File: src/rtl/apb5_completer_pkg.sv
// Shared types and constants for the APB5 completer register block.
// Optional feature macro: APB5_COMPLETER_USER_EN (PWUSER/PRUSER user fields).
package apb5_completer_pkg;

    // Transfer FSM states
    typedef enum logic {
        IDLE   = 1'b0,
        ACCESS = 1'b1
    } state_e;

    // Width of the wait-state down-counter (WAIT_STATES range 0..15)
    localparam int WAIT_CNT_W = 4;

    // Index of the read-only ID register
    localparam int ID_IDX = 0;

endpackage : apb5_completer_pkg

File: src/rtl/apb5_completer_regfile.sv
// Register storage for the APB5 completer: per-byte write enables, one
// combinational read port and a read-only ID register at index 0.
// Optional feature macro: APB5_COMPLETER_USER_EN adds a per-register user field.
module apb5_completer_regfile
    import apb5_completer_pkg::*;
#(
    parameter int          DATA_WIDTH      = 32,
    parameter int          NUM_REGS        = 8,
    parameter logic [31:0] ID_VALUE        = 32'hA5B5_0001,
    parameter int          USER_DATA_WIDTH = 16,
    parameter int          IDX_W           = 3
) (
    input  logic                    clk,
    input  logic                    rst,
    input  logic                    we,
    input  logic [IDX_W-1:0]        widx,
    input  logic [DATA_WIDTH-1:0]   wdata,
    input  logic [DATA_WIDTH/8-1:0] wstrb,
`ifdef APB5_COMPLETER_USER_EN
    input  logic [USER_DATA_WIDTH-1:0] wuser,
    output logic [USER_DATA_WIDTH-1:0] ruser,
`endif
    input  logic [IDX_W-1:0]        ridx,
    output logic [DATA_WIDTH-1:0]   rdata
);

    localparam int NUM_LANES = DATA_WIDTH / 8;

    // Writable registers only; index 0 is the constant ID and has no storage.
    logic [DATA_WIDTH-1:0] regs_r [1:NUM_REGS-1];

    // Byte-lane register writes; the ID index is never written.
    always_ff @(posedge clk) begin
        if (rst) begin
            for (int r = 1; r < NUM_REGS; r++) begin
                regs_r[r] <= '0;
            end
        end else begin
            for (int r = 1; r < NUM_REGS; r++) begin
                if (we && (widx == IDX_W'(r))) begin
                    for (int b = 0; b < NUM_LANES; b++) begin
                        if (wstrb[b]) begin
                            regs_r[r][b*8 +: 8] <= wdata[b*8 +: 8];
                        end
                    end
                end
            end
        end
    end

    // Read port: ID constant at index 0, zero for indices beyond the file.
    always_comb begin
        rdata = '0;
        if (ridx == IDX_W'(ID_IDX)) begin
            rdata = ID_VALUE[DATA_WIDTH-1:0];
        end else if (int'(ridx) < NUM_REGS) begin
            rdata = regs_r[ridx];
        end else begin
            rdata = '0;
        end
    end

`ifdef APB5_COMPLETER_USER_EN
    logic [USER_DATA_WIDTH-1:0] user_r [1:NUM_REGS-1];

    // User field is written whole on every committed write, ignoring strobes.
    always_ff @(posedge clk) begin
        if (rst) begin
            for (int r = 1; r < NUM_REGS; r++) begin
                user_r[r] <= '0;
            end
        end else begin
            for (int r = 1; r < NUM_REGS; r++) begin
                if (we && (widx == IDX_W'(r))) begin
                    user_r[r] <= wuser;
                end
            end
        end
    end

    // User read port; the ID register carries no user data.
    always_comb begin
        ruser = '0;
        if (ridx == IDX_W'(ID_IDX)) begin
            ruser = '0;
        end else if (int'(ridx) < NUM_REGS) begin
            ruser = user_r[ridx];
        end else begin
            ruser = '0;
        end
    end
`endif

endmodule : apb5_completer_regfile

File: src/rtl/apb5_completer_regs.sv
// APB5 completer with a small register file, fixed wait states, PSLVERR on
// illegal accesses and a sticky protocol-violation flag.
// Optional feature macro: APB5_COMPLETER_USER_EN (PWUSER/PRUSER ports).
module apb5_completer_regs
    import apb5_completer_pkg::*;
#(
    parameter int          ADDR_WIDTH      = 32,
    parameter int          DATA_WIDTH      = 32,
    parameter int          NUM_REGS        = 8,
    parameter logic [31:0] ID_VALUE        = 32'hA5B5_0001,
    parameter int          WAIT_STATES     = 0,
    parameter int          USER_DATA_WIDTH = 16
) (
    input  logic                    PCLK,
    input  logic                    PRESET,
    input  logic                    PSEL,
    input  logic                    PENABLE,
    input  logic [ADDR_WIDTH-1:0]   PADDR,
    input  logic                    PWRITE,
    input  logic [DATA_WIDTH-1:0]   PWDATA,
    input  logic [DATA_WIDTH/8-1:0] PSTRB,
    input  logic [2:0]              PPROT,
    output logic                    PREADY,
    output logic [DATA_WIDTH-1:0]   PRDATA,
    output logic                    PSLVERR,
`ifdef APB5_COMPLETER_USER_EN
    input  logic [USER_DATA_WIDTH-1:0] PWUSER,
    output logic [USER_DATA_WIDTH-1:0] PRUSER,
`endif
    output logic                    proto_err
);

    localparam int ADDR_LSB = $clog2(DATA_WIDTH / 8);
    localparam int IDX_W    = (NUM_REGS > 1) ? $clog2(NUM_REGS) : 1;
    localparam logic [WAIT_CNT_W-1:0] WAIT_INIT = WAIT_CNT_W'(WAIT_STATES);
    localparam logic [WAIT_CNT_W-1:0] CNT_ONE   = WAIT_CNT_W'(32'd1);

    state_e                  state_r;
    logic [WAIT_CNT_W-1:0]   cnt_r;
    logic [IDX_W-1:0]        idx_r;
    logic                    write_r;
    logic [DATA_WIDTH-1:0]   wdata_r;
    logic [DATA_WIDTH/8-1:0] strb_r;
    logic [2:0]              pprot_r;
    logic                    err_r;
    logic [DATA_WIDTH-1:0]   rdata_cap_r;
    logic                    pready_r;
    logic [DATA_WIDTH-1:0]   prdata_r;
    logic                    pslverr_r;
    logic                    proto_err_r;

    logic [ADDR_WIDTH-1:0]   addr_idx_s;
    logic [IDX_W-1:0]        ridx_s;
    logic                    err_s;
    logic                    we_s;
    logic [DATA_WIDTH-1:0]   rf_rdata_s;
    logic [DATA_WIDTH-1:0]   rd_sel_s;

`ifdef APB5_COMPLETER_USER_EN
    logic [USER_DATA_WIDTH-1:0] wuser_r;
    logic [USER_DATA_WIDTH-1:0] ruser_cap_r;
    logic [USER_DATA_WIDTH-1:0] pruser_r;
    logic [USER_DATA_WIDTH-1:0] rf_ruser_s;
    logic [USER_DATA_WIDTH-1:0] ru_sel_s;
`endif

    // Decode the setup-cycle address into a register index and error flag.
    always_comb begin
        addr_idx_s = PADDR >> ADDR_LSB;
        ridx_s     = addr_idx_s[IDX_W-1:0];
        err_s      = 1'b0;
        if (addr_idx_s >= ADDR_WIDTH'(NUM_REGS)) begin
            err_s = 1'b1;
        end else if (PWRITE && (addr_idx_s == ADDR_WIDTH'(ID_IDX))) begin
            err_s = 1'b1;
        end else if (!PWRITE && (PSTRB != '0)) begin
            err_s = 1'b1;
        end else begin
            err_s = 1'b0;
        end
    end

    // Read data presented on completion: zero for writes and errored reads.
    always_comb begin
        rd_sel_s = '0;
        if (PWRITE || err_s) begin
            rd_sel_s = '0;
        end else begin
            rd_sel_s = rf_rdata_s;
        end
    end

`ifdef APB5_COMPLETER_USER_EN
    // User data presented on completion: only for successful reads.
    always_comb begin
        ru_sel_s = '0;
        if (PWRITE || err_s) begin
            ru_sel_s = '0;
        end else begin
            ru_sel_s = rf_ruser_s;
        end
    end
`endif

    // Commit the captured write on the completing edge of an error-free write.
    always_comb begin
        we_s = 1'b0;
        if ((state_r == ACCESS) && PSEL && PENABLE && (cnt_r == '0)
            && write_r && !err_r) begin
            we_s = 1'b1;
        end else begin
            we_s = 1'b0;
        end
    end

    // Transfer FSM: setup capture, wait countdown, completion and abort.
    always_ff @(posedge PCLK) begin
        if (PRESET) begin
            state_r     <= IDLE;
            cnt_r       <= '0;
            idx_r       <= '0;
            write_r     <= 1'b0;
            wdata_r     <= '0;
            strb_r      <= '0;
            pprot_r     <= 3'b000;
            err_r       <= 1'b0;
            rdata_cap_r <= '0;
            pready_r    <= 1'b0;
            prdata_r    <= '0;
            pslverr_r   <= 1'b0;
            proto_err_r <= 1'b0;
`ifdef APB5_COMPLETER_USER_EN
            wuser_r     <= '0;
            ruser_cap_r <= '0;
            pruser_r    <= '0;
`endif
        end else begin
            case (state_r)
                IDLE: begin
                    pready_r  <= 1'b0;
                    prdata_r  <= '0;
                    pslverr_r <= 1'b0;
`ifdef APB5_COMPLETER_USER_EN
                    pruser_r  <= '0;
`endif
                    if (PSEL && !PENABLE) begin
                        state_r     <= ACCESS;
                        cnt_r       <= WAIT_INIT;
                        idx_r       <= ridx_s;
                        write_r     <= PWRITE;
                        wdata_r     <= PWDATA;
                        strb_r      <= PSTRB;
                        pprot_r     <= PPROT;
                        err_r       <= err_s;
                        rdata_cap_r <= rd_sel_s;
`ifdef APB5_COMPLETER_USER_EN
                        wuser_r     <= PWUSER;
                        ruser_cap_r <= ru_sel_s;
`endif
                        // With no wait states the first access cycle completes.
                        if (WAIT_INIT == '0) begin
                            pready_r  <= 1'b1;
                            prdata_r  <= rd_sel_s;
                            pslverr_r <= err_s;
`ifdef APB5_COMPLETER_USER_EN
                            pruser_r  <= ru_sel_s;
`endif
                        end
                    end else if (PSEL && PENABLE) begin
                        // Access phase without a setup phase: ignored, flagged.
                        proto_err_r <= 1'b1;
                    end
                end
                ACCESS: begin
                    if (!PSEL || !PENABLE) begin
                        // Requester left the access phase early: drop transfer.
                        state_r     <= IDLE;
                        pready_r    <= 1'b0;
                        prdata_r    <= '0;
                        pslverr_r   <= 1'b0;
                        proto_err_r <= 1'b1;
`ifdef APB5_COMPLETER_USER_EN
                        pruser_r    <= '0;
`endif
                    end else if (cnt_r != '0) begin
                        cnt_r <= cnt_r - CNT_ONE;
                        if (cnt_r == CNT_ONE) begin
                            pready_r  <= 1'b1;
                            prdata_r  <= rdata_cap_r;
                            pslverr_r <= err_r;
`ifdef APB5_COMPLETER_USER_EN
                            pruser_r  <= ruser_cap_r;
`endif
                        end
                    end else begin
                        state_r   <= IDLE;
                        pready_r  <= 1'b0;
                        prdata_r  <= '0;
                        pslverr_r <= 1'b0;
`ifdef APB5_COMPLETER_USER_EN
                        pruser_r  <= '0;
`endif
                    end
                end
                default: begin
                    state_r   <= IDLE;
                    pready_r  <= 1'b0;
                    prdata_r  <= '0;
                    pslverr_r <= 1'b0;
`ifdef APB5_COMPLETER_USER_EN
                    pruser_r  <= '0;
`endif
                end
            endcase
        end
    end

    apb5_completer_regfile #(
        .DATA_WIDTH      (DATA_WIDTH),
        .NUM_REGS        (NUM_REGS),
        .ID_VALUE        (ID_VALUE),
        .USER_DATA_WIDTH (USER_DATA_WIDTH),
        .IDX_W           (IDX_W)
    ) u_regfile (
        .clk   (PCLK),
        .rst   (PRESET),
        .we    (we_s),
        .widx  (idx_r),
        .wdata (wdata_r),
        .wstrb (strb_r),
`ifdef APB5_COMPLETER_USER_EN
        .wuser (wuser_r),
        .ruser (rf_ruser_s),
`endif
        .ridx  (ridx_s),
        .rdata (rf_rdata_s)
    );

    assign PREADY    = pready_r;
    assign PRDATA    = prdata_r;
    assign PSLVERR   = pslverr_r;
    assign proto_err = proto_err_r;
`ifdef APB5_COMPLETER_USER_EN
    assign PRUSER    = pruser_r;
`endif

endmodule : apb5_completer_regs
File: config.mk
export PLATFORM = sky130hd
export DESIGN_NAME = apb5_completer_regs
export DESIGN_NICKNAME = d
export VERILOG_FILES = /design/src/rtl/apb5_completer_pkg.sv /design/src/rtl/apb5_completer_regfile.sv /design/src/rtl/apb5_completer_regs.sv
export SDC_FILE = /design/constraint.sdc
export NUM_CORES = 1
export LEC_CHECK = 0
export CAP_MARGIN = 20
export CORE_MARGIN = 1.5
export CORE_UTILIZATION = 50
export CTS_CLUSTER_DIAMETER = 60
export DETAILED_ROUTE_END_ITERATION = 12
export GPL_TIMING_DRIVEN = 0
export PLACE_DENSITY_LB_ADDON = 0.15
export SKIP_LAST_GASP = 1
export SYNTH_ARGS = -nofsm -noshare
export SYNTH_HDL_FRONTEND = slang
export SYNTH_SLANG_ARGS = --single-unit
File: constraint.sdc
create_clock -name PCLK -period 3 [get_ports PCLK]
set_input_delay 0.3 -clock PCLK [delete_from_list [all_inputs] [get_ports PCLK]]
set_output_delay 0.3 -clock PCLK [all_outputs]
set_load 0.005 [all_outputs]
# [Yosys cells after proc, flatten, opt, wreduce, memory -nomap -nowiden]
# Memory sizes are Yosys's and may differ from the RTL's.
# Cells that the tools add are included.
[word_totals] ram_bits=224 in_bits=76 memories=1 reg_bits=113
[memory_table] name="u_regfile.regs_r" depth=7 width=32 read_ports=1 rd_ports_with_merged_regs=0 write_ports=7 line="apb5_completer_regfile.sv:30" rtl="logic [DATA_WIDTH-1:0] regs_r [1:NUM_REGS-1];"
[classes] order_cmp=1 bitwise=29 reduce_logical=30 n_mux=150 add_sub_neg=1 eq_ne=15
[op_table] cell="$mux 8" n=28
[op_table] cell="$mux 32" n=6
[op_table] cell="$mux 1" n=107
[op_table] cell="$pmux 32 s2" n=1
[op_table] cell="$logic_not 32->1" n=1
[op_table] cell="$ge 30x4->1 const B" n=1
[op_table] cell="$or 1x1->1" n=28
[op_table] cell="$logic_and 1x1->1" n=16
[op_table] cell="$eq 3x3->1 const B" n=4
[op_table] cell="$mux 4" n=3
[op_table] cell="$ne 2x2->1 const B" n=4
[op_table] cell="$pmux 1 s2" n=4
[op_table] cell="$pmux 4 s2" n=1
[op_table] cell="$reduce_bool 4->1" n=2
[op_table] cell="$eq 3x2->1 const B" n=2
[op_table] cell="$reduce_and 3->1" n=2
[op_table] cell="$eq 4x1->1 const B" n=1
[op_table] cell="$logic_not 1->1" n=4
[op_table] cell="$logic_not 4->1" n=1
[op_table] cell="$ne 2x1->1 const B" n=2
[op_table] cell="$ne 4x3->1 const B" n=1
[op_table] cell="$sub 4x1->4 const B" n=1
[op_table] cell="$eq 3x1->1 const B" n=1
[op_table] cell="$logic_not 3->1" n=1
[op_table] cell="3 further kinds" n=4

# [Longest topological paths before layout]
[logic_depth] word_depth=11 depth_mapped=9 ltp_nobuf=6

# [Hierarchy]
# A second synthesis with hierarchy kept.
[hier_totals] hier_cells=1248 area_unflattened_um2=15021.9
[by_module_without_submodules] mod="apb5_completer_regfile" area_each_um2=10396.2 cells_each=741 instances=1
[by_module_without_submodules] mod="apb5_completer_regs" area_each_um2=4625.7 cells_each=507 instances=1

# [Worst setup path before layout]
# No wires, ideal clock.
[synth_path] path_kind="reg-to-reg" startpoint="register cnt_r[3]" endpoint="memory u_regfile.regs_r[2][24] (enable)" path_stages_with_launch=5 path_buffers=0 arrival_ns=1.758 slack_ns=0.858 setup_ns=0.384 path_cell_list="dfxtp_1 > nor4b_4 > and3_4 > nand2_1 > o21ai_0"
[synth_rtl] element="start: declaration" line="apb5_completer_regs.sv:39" rtl="logic [WAIT_CNT_W-1:0] cnt_r;"
[synth_rtl] element="start signal: assignment" line="apb5_completer_regs.sv:186" rtl="cnt_r <= cnt_r - CNT_ONE;"
[synth_rtl] element="end: declaration" line="apb5_completer_regfile.sv:30"

==> flow_summary_export.csv <==
group,metric,value,unit
setup_path,crit_path_max_incr_delay,0.87,ns
setup_path,r2r_start,"cnt_r[0]",
timing,maxSlewViolCount,0,
global_route,grt_use_met1,36.88,%
clock_tree,cts_root_buf,"clkbuf_16",
synthesis,syn_area,15450,sq um
clock_tree,hold_buffers,0,
floorplanning,die-area,31970,sq um
setup_path,critical_path.cell_chain,"inv_1 > ha_1 > and3_4 > nand2_1 > o21ai_1",
route,wirelength,42.40,mm
synthesis,ys_seq_elements,337,
setup_path,worstSetupPathType,"flop to flop",
floorplanning,core-area,30510,sq um
clock_tree,clkTransAtPathRegs,0.06,ns
timing,clock.fmax,0.3810,GHz
clock_tree,clkSinkCount,337,
floorplanning,ios,111,
min_path,min_path_type,"input pin to flop",
global_route,grt_max_degree,16,
route,firstDrtPassIters,5,
setup_path,critPathLaunchType,"flop",
synthesis,synth-edff-count,224,
placed_design,placed_area,17100,sq um
global_route,grt_pass1_vias,10960,
route,drt-initial-drc-count,1365,
setup_path,ff2ff_setup_slack,0.38,ns
timing,grt_setup_unrepaired,"no",
synthesis,ys_top_cells_by_area,"edfxtp_1 (44%), dfxtp_1 (15%), and2_1 (7.8%)",
synthesis,syn-num-nets,1451,
synthesis,syn_inst,1372,
setup_path,crit_path_top_delay_cell,"o21ai_1",
timing,layout_setup_ws,0.3754,ns
synthesis,async_flop_share,0,%
finish,area_growth,17.84,%
floorplanning,initial_core_util,50.64,%
setup_path,worstPathArrival,2.76,ns
global_route,grtUsageMet3,5.534,%
clock_tree,cts_max_level,2,
timing,fin_skew,0.01383,ns
placed_design,place_inst,1892,
setup_path,crit_buf_inv,1,
finish,ff_latch_area,8989,sq um
setup_path,crit_family,"compound AO/OA/AOI/OAI gates",
global_route,grt_pass1_wl,63.16,mm
pwr,ir_worst_vdd,0.3551,mV
finish,multi_input_area,5987,sq um
route,vias,11530,
timing,fin_crit_sh,87.49,%
synthesis,avgSynthCellArea,11.26,sq um
synthesis,yosysSeqAreaShare,58.17,%
finish,diodes,0,
min_path,holdPathEnd,"wdata_r[31]",
global_route,track_usage,26.64,%
finish,drive_gt1_share,7.663,%
finish,fin_cells,1962,
placed_design,place_hpwl,31.77,mm
setup_path,worstSetupStartpoint,"cnt_r[0]",
clock_tree,cts_resized,0,
placed_design,place_ws,-0.02388,ns
synthesis,ys_warn_count,0,
pwr,power.total,10.00,mW
finish,fillCellCount,2607,
setup_path,crit_fanout,8,
synthesis,ys_types,45,
min_path,hold_depth,3,
global_route,gr-total-overflow,0,
run_status,outcome,"complete, no violations",
timing,setup_viol,0,
setup_path,timing.rr.end,"u_regfile.regs_r[2][25]",
route,drc,0,
floorplanning,core.rowCount,64,
clock_tree,clk_latency,0.52,ns
synthesis,yosysTopAreaCellShare,43.53,%
timing,finalCriticalPeriod,2.625,ns
timing,worst-slew-pin-transition,1.040,ns
global_route,met2_usage,42.50,%
pwr,power_density,549.4,nW/um^2
clock_tree,postCtsSetupRepairBufs,0,
route,wire_per_inst,21.61,microns
global_route,busiest_layer,"met2",
run,max-cap-violations,0,
min_path,min_from,"PWDATA[31]",
finish,fin_nets,1617,
setup_path,cp-end-kind,"flop",
pwr,cellLeakagePower,6.774,nW
placed_design,gp_congestion,0.9161,
clock_tree,cts_tree,"built",
placed_design,io_buffers,102,
floorplanning,die_h,178.8,microns
finish,finish.instance_area,18210,sq um
clock_tree,numCtsBuffers,36,
clock_tree,clock_path_buffers,3,
floorplanning,die_x,178.8,microns
timing,maxSlewHeadroom,30.20,%
global_route,antenna_found_initial,0,
setup_path,ff2ff_path_depth,5,
route,post_drt_via_cell_ratio,5.875,
timing,final-hold-violation-count,0,
synthesis,synth_top_cell_by_area,"edfxtp_1",
synthesis,synth-main-ff-cell,"edfxtp_1",
setup_path,crit_required,3.13,ns
route,ant_nets,0,
cell usage in the layout, fill, tap and decap left out, types with 43 or more instances in the layout:
master / Yosys / routed
o21ai_0: 50 / 46
clkbuf_1: 56 / 68
and2_1: 193 / 193
nor2_1: 109 / 109
nand2_1: 111 / 111
edfxtp_1: 224 / 224
a21oi_1: 43 / 43
dfxtp_1: 113 / 113
buf_2: 30 / 50
clkdlybuf4s50_1: 0 / 102
mux2i_1: 96 / 96
registers in the layout, indices dropped and copies added (netlist names):
register / cells
write_r: 1
u_regfile.regs_r: 224
rdata_cap_r: 32
strb_r: 4
wdata_r: 32
state_r: 1
PRDATA: 32
PREADY: 1
err_r: 1
proto_err: 1
PSLVERR: 1
cnt_r: 4
idx_r: 3
cell families (layout without fill, tap and decap cells):
kind of cell    Yosys count  after routing  synth area share [%]
simple gates            546            546                 19.52
flops                   337            337                 58.17
compound gates          278            278                 12.47
buf+inv                 109            303                 3.109
mux                      97             97                 6.365
fa+ha+maj                 3              3                0.2430
xor+xnor                  2              2                0.1134
synth_stat cells (20+ instances only):
cell and number:
a21oi_1 43, nand2_1 111, o22ai_1 32, nor2_1 109, dfxtp_1 113, o311ai_0 24
and3_1 35, o21ai_1 20, edfxtp_1 224, o211a_1 32, and2_1 193, buf_2 30
clkbuf_1 56, a41oi_1 32, mux2i_1 96, a211oi_1 32, nand4b_1 35, o21ai_0 50
power by group:
group	internal [mW]	switching, mW	leakage (nW)	total [mW]
clock network	2.37	1.80	0.529	4.17
logic	0.253	0.434	3.01	0.687
registers	5.06	0.0781	3.23	5.14
stage by stage:
stage	TNS (ns)	utilization [%]	hold slack [ns]
final	0	59.68	0.3348
after global routing	0	59.68	0.3392
after CTS	0	59.61	0.3256
after detailed placement	-0.1886	56.04	0.4392
after global placement	-22.93	55.61	0.4362
after floorplan	0	-	0.4258
worst register-to-register path, stage by stage, from the launching register on:
cell and delay, ns:
dfxtp_1 0.36, inv_1 0.16, ha_1 0.36, and3_4 0.31, nand2_1 0.18, o21ai_1 0.87
metal layers:
layer	wire length (microns)	share of wire (%)
met1	18290	43
met2	19300	46
met3	3890	9.2
met4	917	2.2
met5	0	0
how the worst max path moves through the flow:
stage / to / slack [ns] / cells after the start
finish: u_regfile.regs_r[2][25] / 0.38 / 5
global route: u_regfile.regs_r[2][26] / 0.26 / 4
CTS: u_regfile.regs_r[2][14] / 0.30 / 5
detailed placement: u_regfile.regs_r[2][10] / -0.02 / 6
global placement: u_regfile.regs_r[3][25] / -0.30 / 6
floorplan: u_regfile.regs_r[2][24] / 0.86 / 4
layout make-up:
cell class,count,share of cell area [%]
Buffer,106,2.577
Clock buffer,49,5.333
Clock inverter,17,0.6528
Inverter,3,0.06185
Multi-Input combinational cell,926,32.88
Sequential cell,337,49.37
Tap cell,396,2.721
Timing Repair Buffer,128,6.405
(Power assumes the default switching activity.)
